File: src/rtl/point_cloud_bbox.sv
// Axis-aligned bounding box of one frame of signed 16-bit points read from a BRAM.
// Produces the packed near/far/mid corner words consumed by the octree core.
module point_cloud_bbox #(
  parameter int RD_LATENCY = 1,
  parameter int ADDR_W     = 16,
  parameter int SIZE_W     = 16
) (
  input  logic              i_clk,
  input  logic              i_rst,
  input  logic              i_start,
  input  logic [SIZE_W-1:0] i_point_cloud_size,
  output logic              o_rd_en,
  output logic [ADDR_W-1:0] o_rd_addr,
  input  logic [47:0]       i_rd_data,
  output logic [63:0]       o_near_bottom_left,
  output logic [63:0]       o_far_top_right,
  output logic [63:0]       o_mid_point,
  output logic              o_busy,
  output logic              o_done,
  output logic [2:0]        o_state
);

  // Handshake: i_start is a one-cycle request honoured only in IDLE; o_done is a
  // one-cycle pulse after which the three corner words stay stable until the next start.
  typedef enum logic [2:0] {
    S_IDLE  = 3'd0,
    S_READ  = 3'd1,
    S_DRAIN = 3'd2,
    S_MID   = 3'd3,
    S_DONE  = 3'd4
  } state_t;

  localparam logic [1:0] DRAIN_LAST = 2'(RD_LATENCY - 1);

  state_t                  r_state;
  state_t                  w_next;
  logic [SIZE_W-1:0]       r_remain;
  logic [ADDR_W-1:0]       r_addr;
  logic [1:0]              r_drain;
  logic [RD_LATENCY-1:0]   r_tag;
  logic                    r_first;
  logic signed [15:0]      r_min [3];
  logic signed [15:0]      r_max [3];
  logic [47:0]             r_near;
  logic [47:0]             r_far;
  logic [47:0]             r_mid;
  logic signed [15:0]      w_pt  [3];
  logic [16:0]             w_sum [3];
  logic [47:0]             w_mid;
  logic                    w_rd_en;

  assign w_rd_en = (r_state == S_READ);

  // Axis 0 is x in the top field, axis 2 is z in the bottom field.
  always_comb begin
    w_pt[0] = i_rd_data[47:32];
    w_pt[1] = i_rd_data[31:16];
    w_pt[2] = i_rd_data[15:0];
  end

  // 17-bit sign-extended sum cannot overflow; dropping bit 0 is an arithmetic shift (floor).
  always_comb begin
    for (int a = 0; a < 3; a++) begin
      w_sum[a] = {r_min[a][15], r_min[a]} + {r_max[a][15], r_max[a]};
    end
    w_mid = {w_sum[0][16:1], w_sum[1][16:1], w_sum[2][16:1]};
  end

  always_comb begin
    w_next = r_state;
    unique case (r_state)
      S_IDLE:  if (i_start) w_next = (i_point_cloud_size == '0) ? S_DONE : S_READ;
      S_READ:  if (r_remain == '0) w_next = S_DRAIN;
      S_DRAIN: if (r_drain == DRAIN_LAST) w_next = S_MID;
      S_MID:   w_next = S_DONE;
      S_DONE:  w_next = S_IDLE;
      default: w_next = S_IDLE;
    endcase
  end

  always_ff @(posedge i_clk) begin
    if (i_rst) begin
      r_state  <= S_IDLE;
      r_remain <= '0;
      r_addr   <= '0;
      r_drain  <= '0;
      r_tag    <= '0;
      r_first  <= 1'b1;
      r_near   <= '0;
      r_far    <= '0;
      r_mid    <= '0;
      for (int a = 0; a < 3; a++) begin
        r_min[a] <= '0;
        r_max[a] <= '0;
      end
    end else begin
      r_state <= w_next;

      r_tag[0] <= w_rd_en;
      for (int i = 1; i < RD_LATENCY; i++) begin
        r_tag[i] <= r_tag[i-1];
      end

      unique case (r_state)
        S_IDLE: begin
          if (i_start) begin
            r_remain <= i_point_cloud_size - SIZE_W'(1);
            r_addr   <= '0;
            r_first  <= 1'b1;
            if (i_point_cloud_size == '0) begin
              r_near <= '0;
              r_far  <= '0;
              r_mid  <= '0;
            end
          end
        end
        S_READ: begin
          r_drain <= '0;
          // The address stays on N-1 after the last read is issued.
          if (r_remain != '0) begin
            r_remain <= r_remain - SIZE_W'(1);
            r_addr   <= r_addr + ADDR_W'(1);
          end
        end
        S_DRAIN: r_drain <= r_drain + 2'd1;
        S_MID: begin
          r_near <= {r_min[0], r_min[1], r_min[2]};
          r_far  <= {r_max[0], r_max[1], r_max[2]};
          r_mid  <= w_mid;
        end
        default: ;
      endcase

      // A tag leaving the pipeline marks i_rd_data as a real point of this frame.
      if (r_tag[RD_LATENCY-1]) begin
        r_first <= 1'b0;
        for (int a = 0; a < 3; a++) begin
          if (r_first) begin
            r_min[a] <= w_pt[a];
            r_max[a] <= w_pt[a];
          end else begin
            if (w_pt[a] < r_min[a]) r_min[a] <= w_pt[a];
            if (w_pt[a] > r_max[a]) r_max[a] <= w_pt[a];
          end
        end
      end
    end
  end

  assign o_rd_en            = w_rd_en;
  assign o_rd_addr          = r_addr;
  assign o_busy             = (r_state != S_IDLE);
  assign o_done             = (r_state == S_DONE);
  assign o_state            = r_state;
  assign o_near_bottom_left = {r_near, 16'h0000};
  assign o_far_top_right    = {r_far, 16'h0000};
  assign o_mid_point        = {r_mid, 16'h0000};

endmodule

File: config.mk
export PLATFORM = sky130hd
export DESIGN_NAME = point_cloud_bbox
export DESIGN_NICKNAME = d
export VERILOG_FILES = /design/src/rtl/point_cloud_bbox.sv
export SDC_FILE = /design/constraint.sdc
export NUM_CORES = 1
export LEC_CHECK = 0
export CORE_UTILIZATION = 30
export CTS_CLUSTER_DIAMETER = 150
export DETAILED_ROUTE_END_ITERATION = 12
export GPL_ROUTABILITY_DRIVEN = 0
export HOLD_SLACK_MARGIN = 0.02
export MAX_ROUTING_LAYER = met4
export PLACE_DENSITY = 0.53
export SLEW_MARGIN = 10
export SYNTH_ARGS = -nofsm -noshare
export SYNTH_HDL_FRONTEND = slang
export SYNTH_SLANG_ARGS = --single-unit
File: constraint.sdc
create_clock -name i_clk -period 6.23 [get_ports i_clk]
set_input_delay 1.246 -clock i_clk [delete_from_list [all_inputs] [get_ports i_clk]]
set_output_delay 1.246 -clock i_clk [all_outputs]
set_load 0.02 [all_outputs]
# Word-level counts from Yosys, hierarchy flattened
# Memory sizes are Yosys's and may differ from the RTL's.
# Index checks and enable logic that the tools add are counted.
[classes] reduce_logical=15 addsub=7 n_mux=68 n_eq_ne=9 n_bitwise=12 n_lt_le_gt_ge=6
[op_table] op="case mux 48 bit (2 select lines)" n=3
[op_table] op="two-way mux 16 bit" n=16
[op_table] op="two-way mux 48 bit" n=2
[op_table] op="case mux 16 bit (2 select lines)" n=2
[op_table] op="adder 16 x 16 -> 17 bit" n=3
[op_table] op="greater-than comparator 16 bit" n=3
[op_table] op="< comparator 16 bit" n=3
[op_table] op="two-way mux 1 bit" n=39
[op_table] op="zero test 16 bit" n=2
[op_table] op="subtractor 16 x 1 -> 16 bit (second input constant)" n=2
[op_table] op="adder 16 x 1 -> 16 bit (second input constant)" n=1
[op_table] op="nonzero test 16 bit" n=1
[op_table] op="two-way mux 3 bit" n=4
[op_table] op="OR 1 bit" n=12
[op_table] op="case mux 3 bit (4 select lines)" n=1
[op_table] op="nonzero test 2 bit" n=5
[op_table] op="AND reduction 3 bit" n=3
[op_table] op="equality test 3 x 2 -> 1 bit (second input constant)" n=2
[op_table] op="!= test 2 bit (second input constant)" n=3
[op_table] op="!= test 2 x 1 -> 1 bit (second input constant)" n=2
[op_table] op="case mux 2 bit (2 select lines)" n=1
[op_table] op="equality test 3 x 1 -> 1 bit (second input constant)" n=1
[op_table] op="equality test 3 bit (second input constant)" n=1
[op_table] op="zero test 3 bit" n=1
[op_table] op="4 further kinds" n=4
[totals] wordCells=128 mem_count=2 input_bits=67 ram_bits=96 reg_bits=183
[mem_list] memory="r_max" words=3 word_bits=16 rd=3 rd_clocked_by_memory_dff=0 wr=3 line="43" source="logic signed [15:0] r_max [3];"
[mem_list] memory="r_min" words=3 word_bits=16 rd=3 rd_clocked_by_memory_dff=0 wr=3 line="42" source="logic signed [15:0] r_min [3];"

# Longest topological paths before layout
# Gate-level depths: netlist of the first run.
# An unclocked memory read counts as a cell.
[depth] ltp_word=8 ltp_mapped=14 ltp_nobuf=10

# Worst setup path after synthesis of the first run
# OpenSTA, ideal clock, no wires.
[synth_timing] kind="in2reg" from="in i_rd_data[47]" to="mem r_max[0][0], enable pin" stages=8 setup_time_ps=372 arrival_time_ps=3304 setup_slack_ps=2555 t_required_ps=5858 path_buffers=1 cell_sequence="ha_1 > nand4_1 > or4_1 > a21o_1 > nand4_1 > or3b_1 > buf_2 > nand2_1"
[synth_rtl] item="from (decl)" line="14" source="input logic [47:0] i_rd_data,"
[synth_rtl] item="to (decl)" line="43"

==> results of run 1 <==
-- cells by family (layout without fill, tap and decap cells) --
logic type,Yosys count,after routing,synth area share
DFF,279,279,0.423
muxes,5,5,0.00324
AOI/OAI and AO/OA,403,403,0.180
buffers and inverters,244,431,0.0739
xor gates and xnor gates,56,56,0.0317
adders and majority gates,144,144,0.118
other,1,51,0.000242
and+or+nand+nor,526,526,0.170
-- final cells by class --
| cell class | count | share of cell area |
|---|---|---|
| clock inverters | 12 | 0.00592 |
| inverters | 123 | 0.0238 |
| flip-flops and latches | 279 | 0.337 |
| diodes | 3 | 0.000386 |
| multi-input cells | 1182 | 0.411 |
| well taps | 672 | 0.0433 |
| clock buffers | 51 | 0.0541 |
| repair buffers | 245 | 0.124 |
-- worst paths after layout --
check / start / to / slack (ns) / depth (start not counted)
max: i_rd_data[31] / r_max[0][12] / 1.97 / 9
min: r_remain[14] / r_remain[14] / 0.48 / 1
max reg2reg: r_tag / r_max[0][5] / 2.42 / 5
min reg2reg: r_remain[14] / r_remain[14] / 0.48 / 1
-- through the flow --
step                      hold WS [ns]  std cells  power, mW
final                            0.482       2567       6.73
after global routing             0.496       2567       7.14
after CTS                        0.482       2564       6.82
after detailed placement         0.470       2501       4.71
after global placement           0.463       2501       4.67
after floorplan                  0.451       1705       3.96
-- registers in the layout, summed over array words and instances (netlist names) --
| name | flops |
|---|---|
| r_far | 48 |
| r_remain | 16 |
| r_near | 48 |
| o_state | 3 |
| r_min | 48 |
| r_first | 1 |
| r_mid | 48 |
| r_drain | 2 |
| r_max | 48 |
| o_rd_addr | 16 |
| r_tag | 1 |
-- report_power, final --
part	switching (mW)	internal [mW]
clock network	0.806	1.26
registers	0.272	2.18
logic	1.34	0.882
total	2.41	4.32
-- routing by layer --
| metal | global-route usage | up-vias | wire length, um |
|---|---|---|---|
| li1 | - | 6262 | - |
| met4 | 0.0713 | 0 | 1380 |
| met1 | 0.227 | 6026 | 21500 |
| met5 | - | - | 0 |
| met2 | 0.283 | 276 | 21600 |
| met3 | 0.0319 | 72 | 2060 |
-- Yosys cell counts, drive strengths merged, types with 42 or more instances --
cell,n,area share
a21oi,71,0.023
clkbuf,50,0.012
nand2,107,0.026
o21ai,72,0.023
inv,122,0.030
a22oi,118,0.057
dfxtp,183,0.24
edfxtp,96,0.19
nor2,201,0.049
nor2b,42,0.017
buf,71,0.032
and2,52,0.028
ha,141,0.11
==> impl_results.md, run 1 <==
* Commonest cells after routing, fill and taps aside: 231 x clkdlybuf4s50_1, 200 x nor2_1, 183 x dfxtp_1, 141 x ha_1, 122 x inv_1
* Overall die area at 0.0525 sq mm
* Area of the mapped netlist at 0.0155 sq mm
* Wire length of the first global-routing pass at 72.1 mm
* Most common cell after layout, fill and taps aside: clkdlybuf4s50_1
* Setup-violating endpoint count in the final report at 0
* Share of the clock period used by the worst path after layout at 0.683
* DR vias/cell at 4.92
* Antenna violations before repair at 3
* CTS tree: yes
* Setup repair after global routing missed its margin: no
* Total Nets Final at 2078
* Power Dens Cells at 346 mW/mm^2
* Share of synthesized registers carrying an async set or reset at 0
* Most used flip-flop cell after synthesis: dfxtp_1
* I/O pins at 281
* Delay contributed by the slowest stage of the critical path at 0.60 ns
* Post-DP HPWL at 34.1 mm
* GRT Overall Usage at 0.179
* Slowest cell on crit path: or4_1
* Max-slew violation total from the final report at 0
* Remaining antenna violation count at 0
* Total grt overflow at 0
* H-Tree Level Count at 2
* Top delay family on crit path: simple AND/OR/NAND/NOR gates
* Number of instances in the synthesized netlist at 1658
* Worst Setup End Kind: flip-flop
* Final Critical Period at 4.26 ns
* Number of placement rows at 82
* Pin slew with the least headroom to its limit at 1.11 ns
* Synthesized area divided by synthesized cell count at 9.33 sq um
* Buffers inserted during post-CTS setup optimization at 0
* CP arrival at 4.55 ns
* Placeable core region at 0.0505 sq mm
* Post-detailed-route DRC marker count at 0
* Register bit total from synthesis at 279
* Hold buffers post-CTS at 0
* Total via count in the routed design at 12636
* Library cell used as clock root buffer: clkbuf_16
* Count of flip-flops with a built-in enable after synthesis at 96
* Worst slew margin relative to its limit at 0.260
* X dimension of the die at 229 um
* Final setup slack of the worst path at 1.97 ns
* Layout overhead on the synthesized area at 25.6%
* Leakage power of the design at 7.71 nW
* Outcome: finished, final reports clean
* Register Area at 0.00655 sq mm
* Number of buffers and inverters on the critical path at 1
* Average routed wire per standard cell at 18.1 um
* Worst-case vdd ir drop at 147 uV
* Clock latency on the worst-skew pair at 0.54 ns
* Max Clock Freq at 235 MHz
* First-pass DRT Iterations at 5
* Vert. Die Dim at 229 um
* Classification of the worst setup path: input port to flip-flop
* Final Hold Fails at 0
* Hold WC Path Type: flip-flop to flip-flop
* Routed wire length at 46.5 mm
* Clock Tree Buf Depth at 3
* Fin util at 0.385
* Area used by multi-input combinational logic at 0.00799 sq mm
* Starting density of the core at 0.306
* Yosys cell types at 72
* Setup Total Neg Slack at 0 ns
* Filler cells at 5041
* Reported max-cap violation count at 0
* Clock edge transition at the registers on the reported setup and hold paths at 0.06 ns
* Via count of the first global-routing pass at 12638
* Drt first-iter violations at 623
* CP Max Fanout at 30
* CP required at 6.52 ns
* Startpoint type of the worst setup path: input port
* Standard cell area after detailed placement at 0.0183 sq mm
* Total non-filler cell area in the finished layout at 0.0194 sq mm
* Yosys warnings at 0
* Largest net degree at the start of global routing at 94
* Share of final-layout standard cells stronger than drive strength 1 at 0.0708
* # port buffers at 232
* Clock sink total at 279
* CP cell instances: clkdlybuf4s50_1 > ha_1 > nand4_1 > or4_1 > a21o_1 > a31o_1 > a32oi_4 > nand2_2 > and2_4
* Seq/Total Area, Yosys at 0.423
* PostCTS Resize Cnt at 0
* TritonCTS Buffers at 36
* Clock Skew at 0.0181 ns
* Worst setup slack after placement at 1.23 ns
(Power assumes the default switching activity.)
==> run 2: changes to the inputs <==
Settings changed: PLACE_DENSITY 0.53 to 0.54.
Clock period 6.23 ns to 3.65 ns, I/O delays scaled along.
==> run 2 against run 1 <==
Effect of this change: final cell count up 2.4%; critical endpoint is now r_max[0][14]; highest routed layer unchanged; power is 75% higher; flip-flop and latch count is the same; wire length up 0.73%.
==> impl_results.md, run 2 (synthesis results as in run 1) <==
* CP arrival at 3.63 ns (was 4.55 ns)
* Post-detailed-route DRC marker count at 0 (unchanged)
* PostCTS Resize Cnt at 0 (unchanged)
* Wire length of the first global-routing pass at 73.3 mm (was 72.1 mm)
* H-Tree Level Count at 2 (unchanged)
* I/O pins at 281 (unchanged)
* Drt first-iter violations at 763 (was 623)
* Top delay family on crit path: simple AND/OR/NAND/NOR gates (unchanged)
* Average routed wire per standard cell at 17.8 um (was 18.1 um)
* Leakage power of the design at 8.09 nW (was 7.71 nW)
* Hold buffers post-CTS at 0 (unchanged)
* Via count of the first global-routing pass at 12773 (was 12638)
* Remaining antenna violation count at 0 (unchanged)
* Classification of the worst setup path: input port to flip-flop (unchanged)
* Capture point of the critical path: r_max[0][14] (was r_max[0][12])
* Share of the clock period used by the worst path after layout at 0.915
* GRT Overall Usage at 0.182 (was 0.179)
* CTS tree: yes (unchanged)
* Power Dens Cells at 587 mW/mm^2 (was 346 mW/mm^2)
* DR vias/cell at 4.91 (was 4.92)
* CP required at 3.94 ns (was 6.52 ns)
* Max-slew violation total from the final report at 0 (unchanged)
* Total Nets Final at 2143 (was 2078)
* Total via count in the routed design at 12920 (was 12636)
* Outcome: finished, final reports clean (unchanged)
* Total grt overflow at 0 (unchanged)
* Post-DP HPWL at 34.7 mm (was 34.1 mm)
* Starting density of the core at 0.306 (unchanged)
* CP Max Fanout at 12 (was 30)
* Reg2Reg Setup Slack at 0.34 ns (was 2.42 ns)
* Tot Pwr at 11.8 mW (was 6.73 mW)
* # port buffers at 232 (unchanged)
* Reported max-cap violation count at 0 (unchanged)
* Routed wire length at 46.9 mm (was 46.5 mm)
* Largest net degree at the start of global routing at 118 (was 94)
* Clock Tree Buf Depth at 3 (unchanged)
* Number of buffers and inverters on the critical path at 2 (was 1)
* Setup repair after global routing missed its margin: no (unchanged)
* Vert. Die Dim at 229 um (unchanged)
* Worst hold slack at 0.487 ns (was 0.482 ns)
* Worst Setup End Kind: flip-flop (unchanged)
* Worst-case vdd ir drop at 261 uV (was 147 uV)
* Number of placement rows at 82 (unchanged)
* Buffers inserted during post-CTS setup optimization at 0 (unchanged)
* Hold WC Path Type: flip-flop to flip-flop (unchanged)
* Commonest cells after routing, fill and taps aside: 231 x clkdlybuf4s50_1, 200 x nor2_1, 183 x dfxtp_1, 141 x ha_1, 122 x inv_1 (unchanged)
* Final Hold Fails at 0 (unchanged)
* Clock sink total at 279 (unchanged)
* Worst setup slack after placement at -0.227 ns (was 1.23 ns)
* Final Critical Period at 3.34 ns
* Setup-violating endpoint count in the final report at 0 (unchanged)
* Launching element of the worst setup path: i_rd_data[29] (was i_rd_data[31])
* Pin slew with the least headroom to its limit at 0.918 ns (was 1.11 ns)
* Antenna violations before repair at 0 (was 3)
* Layout overhead on the synthesized area at 29.7% (was 25.6%)
* First-pass DRT Iterations at 5 (unchanged)
* Clock Skew at 0.0240 ns (was 0.0181 ns)
* Clock edge transition at the registers on the reported setup and hold paths at 0.06 ns (about the same)
* TritonCTS Buffers at 35 (was 36)
* Max Clock Freq at 299 MHz
* Overall die area at 0.0525 sq mm (unchanged)
* Clock latency on the worst-skew pair at 0.55 ns (was 0.54 ns)
* Startpoint type of the worst setup path: input port (unchanged)
* Placeable core region at 0.0505 sq mm (unchanged)
* Depth of the worst register-to-register path at 10 (was 5)
* Most common cell after layout, fill and taps aside: clkdlybuf4s50_1 (unchanged)
* Share of final-layout standard cells stronger than drive strength 1 at 0.105 (was 0.0708)
* Worst slew margin relative to its limit at 0.386 (was 0.260)
* CP cell instances: clkdlybuf4s50_1 > ha_1 > nand4_1 > or4_1 > a21o_1 > a31o_1 > a32oi_4 > nand2_2 > buf_4 > and2_4 (was clkdlybuf4s50_1 > ha_1 > nand4_1 > or4_1 > a21o_1 > a31o_1 > a32oi_4 > nand2_2 > and2_4)
* X dimension of the die at 229 um (unchanged)
* Count of inserted antenna diode cells at 0 (was 3)
* RR Endpoint: r_remain[12] (was r_max[0][5])
* Worst reg2reg startpoint: o_state[1] (was r_tag)
* Setup Total Neg Slack at 0 ns (unchanged)
* Number of logic stages on the critical path including buffering at 10 (was 9)
* Slowest cell on crit path: or4_1 (unchanged)
* Library cell used as clock root buffer: clkbuf_16 (unchanged)
* Delay contributed by the slowest stage of the critical path at 0.63 ns (was 0.60 ns)
* Final setup slack of the worst path at 0.310 ns (was 1.97 ns)
## run 2: power breakdown
part | switching [mW] | internal [mW]
sequential | 0.455 | 3.71
combinational | 2.32 | 1.67
clock | 1.39 | 2.22
total | 4.17 | 7.60
## run 2: worst min-delay path by stage
| stage | start | cells after the start | endpoint |
|---|---|---|---|
| after floorplan | r_remain[14] | 1 | r_remain[14] |
| after global placement | r_remain[14] | 1 | r_remain[14] |
| after detailed placement | r_remain[14] | 1 | r_remain[14] |
| after CTS | r_remain[0] | 2 | r_remain[0] |
| after global routing | r_mid[8] | 1 | r_mid[8] |
| final | r_remain[14] | 1 | r_remain[14] |
## run 2: worst reg2reg max path: stages (launching register included)
cell and delay, ns:
dfxtp_1 0.40, or3b_1 0.49, mux2i_1 0.25, ha_1 0.27, or4b_2 0.68, nor3_1 0.26
nor2_1 0.17, nor4_1 0.25, xor2_1 0.11, nand4_1 0.10, o311ai_0 0.16
## run 2: final cells by class
class / count / area, sq um
inverters: 123 / 462
clock buffers: 50 / 1050
flip-flops and latches: 279 / 6550
fillers: 4967 / 30400
multi-input cells: 1182 / 7990
clock inverters: 12 / 141
well taps: 672 / 841
repair buffers: 311 / 3040
## run 2: per-layer routing
layer,wire (um),part of all wire,vias up,track usage
met2,21800,0.46,327,0.289
met3,2180,0.047,68,0.0284
met4,1040,0.022,0,0.0569
met5,0,0,-,-
li1,-,-,6384,-
met1,21900,0.47,6141,0.237
## run 2: through the flow
| step | instances | instance area, sq um | utilization |
|---|---|---|---|
| final | 2629 | 20100 | 0.398 |
| after global routing | 2629 | 20100 | 0.398 |
| after CTS | 2629 | 20100 | 0.398 |
| after detailed placement | 2567 | 18900 | 0.374 |
| after global placement | 2567 | 18900 | 0.374 |
| after floorplan | 1705 | 15600 | - |
==> run 3: changes to the inputs <==
Settings changed: PLACE_DENSITY 0.54 to 0.53.
Clock period 3.65 ns to 3.9 ns, I/O delays scaled along.
==> run 3 against run 2 <==
Effect of this change: sequential share of layout area up 0.38 points; die area unchanged; design area is 1.2% lower; core utilization shrank 0.46 points; final cell count fell by 0.95%; sequential power decreased by 6.2%; clock skew decreased by 0.011 ns; non-clock buffer count decreased by 28; critical endpoint is now o_rd_en; largest cell class unchanged; highest routed layer unchanged.
==> impl_results.md, run 3 (synthesis results as in run 1) <==
* CP cell instances: or3b_1 > buf_4 > inv_1 > clkdlybuf4s50_1 (was clkdlybuf4s50_1 > ha_1 > nand4_1 > or4_1 > a21o_1 > a31o_1 > a32oi_4 > nand2_2 > buf_4 > and2_4)
* First-pass DRT Iterations at 5 (unchanged)
* Classification of the worst setup path: flip-flop to output pin (was input port to flip-flop)
* Delay contributed by the slowest stage of the critical path at 0.66 ns (was 0.63 ns)
* PostCTS Resize Cnt at 0 (unchanged)
* Share of final-layout standard cells stronger than drive strength 1 at 0.0880 (was 0.105)
* Max-slew violation total from the final report at 0 (unchanged)
* Total via count in the routed design at 12928 (was 12920)
* CP arrival at 2.75 ns (was 3.63 ns)
* Share of the clock period used by the worst path after layout at 0.906
* Starting density of the core at 0.306 (unchanged)
* Clock sink total at 279 (unchanged)
* Placeable core region at 0.0505 sq mm (unchanged)
* Clock Tree Buf Depth at 3 (unchanged)
* Depth of the worst register-to-register path at 10 (unchanged)
* Via count of the first global-routing pass at 12562 (was 12773)
* GRT met1 Usage at 0.238 (was 0.237)
* Wire length of the first global-routing pass at 72.9 mm (was 73.3 mm)
* H-Tree Level Count at 2 (unchanged)
* Number of placement rows at 82 (unchanged)
* CP Max Fanout at 33 (was 12)
* Overall die area at 0.0525 sq mm (unchanged)
* Reg2Reg Setup Slack at 0.47 ns (was 0.34 ns)
* Final Critical Period at 3.53 ns
* Number of buffers and inverters on the critical path at 3 (was 2)
* Hold WC Path Type: flip-flop to flip-flop (unchanged)
* Top delay family on crit path: buffers and inverters (was simple AND/OR/NAND/NOR gates)
* Most common cell after layout, fill and taps aside: clkdlybuf4s50_1 (unchanged)
* Worst Setup End Kind: output pin (was flip-flop)
* Total grt overflow at 0 (unchanged)
* Net load switching power at 3.88 mW (was 4.17 mW)
* Hold buffers post-CTS at 0 (unchanged)
* Clock Skew at 0.0133 ns (was 0.0240 ns)
* Leakage power of the design at 7.94 nW (was 8.09 nW)
* # port buffers at 232 (unchanged)
* Internal portion of total power at 7.03 mW (was 7.60 mW)
* Post-layout instance count excluding filler cells at 2604 (was 2629)
* Total Nets Final at 2116 (was 2143)
* Worst slew margin relative to its limit at 0.407 (was 0.386)
* Post-detailed-route DRC marker count at 0 (unchanged)
* GRT Overall Usage at 0.182 (about the same)
* Antenna violations before repair at 2 (was 0)
* Relative contribution of combinational cells to total power at 0.333 (was 0.339)
* Clock edge transition at the registers on the reported setup and hold paths at 0.06 ns (about the same)
* Library cell used as clock root buffer: clkbuf_16 (unchanged)
* Drt first-iter violations at 814 (was 763)
* Sequential Power Share at 0.359 (was 0.354)
* DR vias/cell at 4.96 (was 4.91)
* Vert. Die Dim at 229 um (unchanged)
* GR met2 Demand/Resource at 0.289 (about the same)
* Worst Min Path Start: r_mid[13] (was r_remain[14])
* CTS tree: yes (unchanged)
* RR Endpoint: r_remain[12] (unchanged)
* Setup Total Neg Slack at 0 ns (unchanged)
* Final Hold Fails at 0 (unchanged)
* Outcome: finished, final reports clean (unchanged)
* Filler cells at 5010 (was 4967)
* Worst-case vdd ir drop at 255 uV (was 261 uV)
* Layout overhead on the synthesized area at 28.2% (was 29.7%)
* Buffers inserted during post-CTS setup optimization at 0 (unchanged)
* GR Util met3 at 0.0280 (was 0.0284)
* Power Dens Cells at 550 mW/mm^2 (was 587 mW/mm^2)
* Reported max-cap violation count at 0 (unchanged)
* Commonest cells after routing, fill and taps aside: 231 x clkdlybuf4s50_1, 200 x nor2_1, 183 x dfxtp_1, 141 x ha_1, 122 x inv_1 (unchanged)
* GR peak layer: met2 (unchanged)
* Average routed wire per standard cell at 18.1 um (was 17.8 um)
* X dimension of the die at 229 um (unchanged)
* Slowest cell on crit path: clkdlybuf4s50_1 (was or4_1)
* Post-DP HPWL at 34.1 mm (was 34.7 mm)
* Max Clock Freq at 283 MHz
* Worst hold path endpoint: r_mid[13] (was r_remain[14])
* Clock share of power at 0.308 (was 0.307)
* Worst reg2reg startpoint: o_state[0] (was o_state[1])
* Number of logic stages on the critical path including buffering at 4 (was 10)
* Clock latency on the worst-skew pair at 0.54 ns (was 0.55 ns)
* Fraction of power spent switching nets at 0.355 (was 0.354)
* Setup-violating endpoint count in the final report at 0 (unchanged)
* Pin slew with the least headroom to its limit at 0.887 ns (was 0.918 ns)
* Setup repair after global routing missed its margin: no (unchanged)
* I/O pins at 281 (unchanged)
* Tot Pwr at 10.9 mW (was 11.8 mW)
* Routed wire length at 47.2 mm (was 46.9 mm)
* Largest net degree at the start of global routing at 145 (was 118)
* Fin util at 0.393 (was 0.398)
* CP required at 3.12 ns (was 3.94 ns)
* Startpoint type of the worst setup path: flip-flop (was input port)
* Hold Path Depth at 1 (unchanged)
* Number of placed cells counting well taps at 2539 (was 2567)
* TritonCTS Buffers at 36 (was 35)
* Remaining antenna violation count at 0 (unchanged)
==> run 3: stage by stage <==
stage | instance area (sq um) | setup WS [ns] | hold slack, ns
final | 19800 | 0.367 | 0.479
after global routing | 19800 | 0.246 | 0.494
after CTS | 19800 | 0.313 | 0.482
after detailed placement | 18700 | -0.0274 | 0.467
after global placement | 18700 | 0.0417 | 0.459
after floorplan | 15600 | 0.300 | 0.451
==> run 3: worst reg2reg max path: stages (launching register included) <==
cell,delay [ns]
dfxtp_1,0.52
or3b_1,0.49
mux2i_1,0.24
ha_1,0.34
or4b_2,0.70
nor3_1,0.24
nor2_1,0.16
nor4_1,0.25
xor2_1,0.17
nand4_1,0.10
o311ai_0,0.12
==> run 3: power by group through the flow <==
stage / clock [mW] / combinational (mW) / sequential (mW)
floorplan: 0 / 2.39 / 3.92
global placement: 0 / 3.59 / 3.97
finish: 3.36 / 3.64 / 3.91
detailed placement: 0 / 3.64 / 3.97
CTS: 3.45 / 3.66 / 3.92
global route: 3.55 / 4.06 / 3.97
==> run 3: worst max path at each step <==
stage                        startpoint            to  slack [ns]
after floorplan              o_state[0]  r_remain[12]        0.30
after global placement    i_rd_data[31]   r_max[0][5]        0.04
after detailed placement  i_rd_data[31]   r_max[0][5]       -0.03
after CTS                    o_state[0]       o_rd_en        0.31
after global routing         o_state[0]       o_rd_en        0.25
final                        o_state[0]       o_rd_en        0.37
==> run 3: final cells by class <==
| cell class | count | area, sq um | area share |
|---|---|---|---|
| clock buffers | 60 | 1140 | 0.0573 |
| flip-flops and latches | 279 | 6550 | 0.330 |
| repair buffers | 283 | 2820 | 0.142 |
| multi-input cells | 1182 | 7990 | 0.403 |
| clock inverters | 4 | 45.0 | 0.00227 |
| diodes | 1 | 2.50 | 0.000126 |
| inverters | 123 | 462 | 0.0233 |
| well taps | 672 | 841 | 0.0424 |
==> run 3: layer usage <==
metal	routed length, um	part of all wire
met1	21900	0.46
met2	22000	0.47
met3	2310	0.049
met4	1010	0.021
met5	0	0
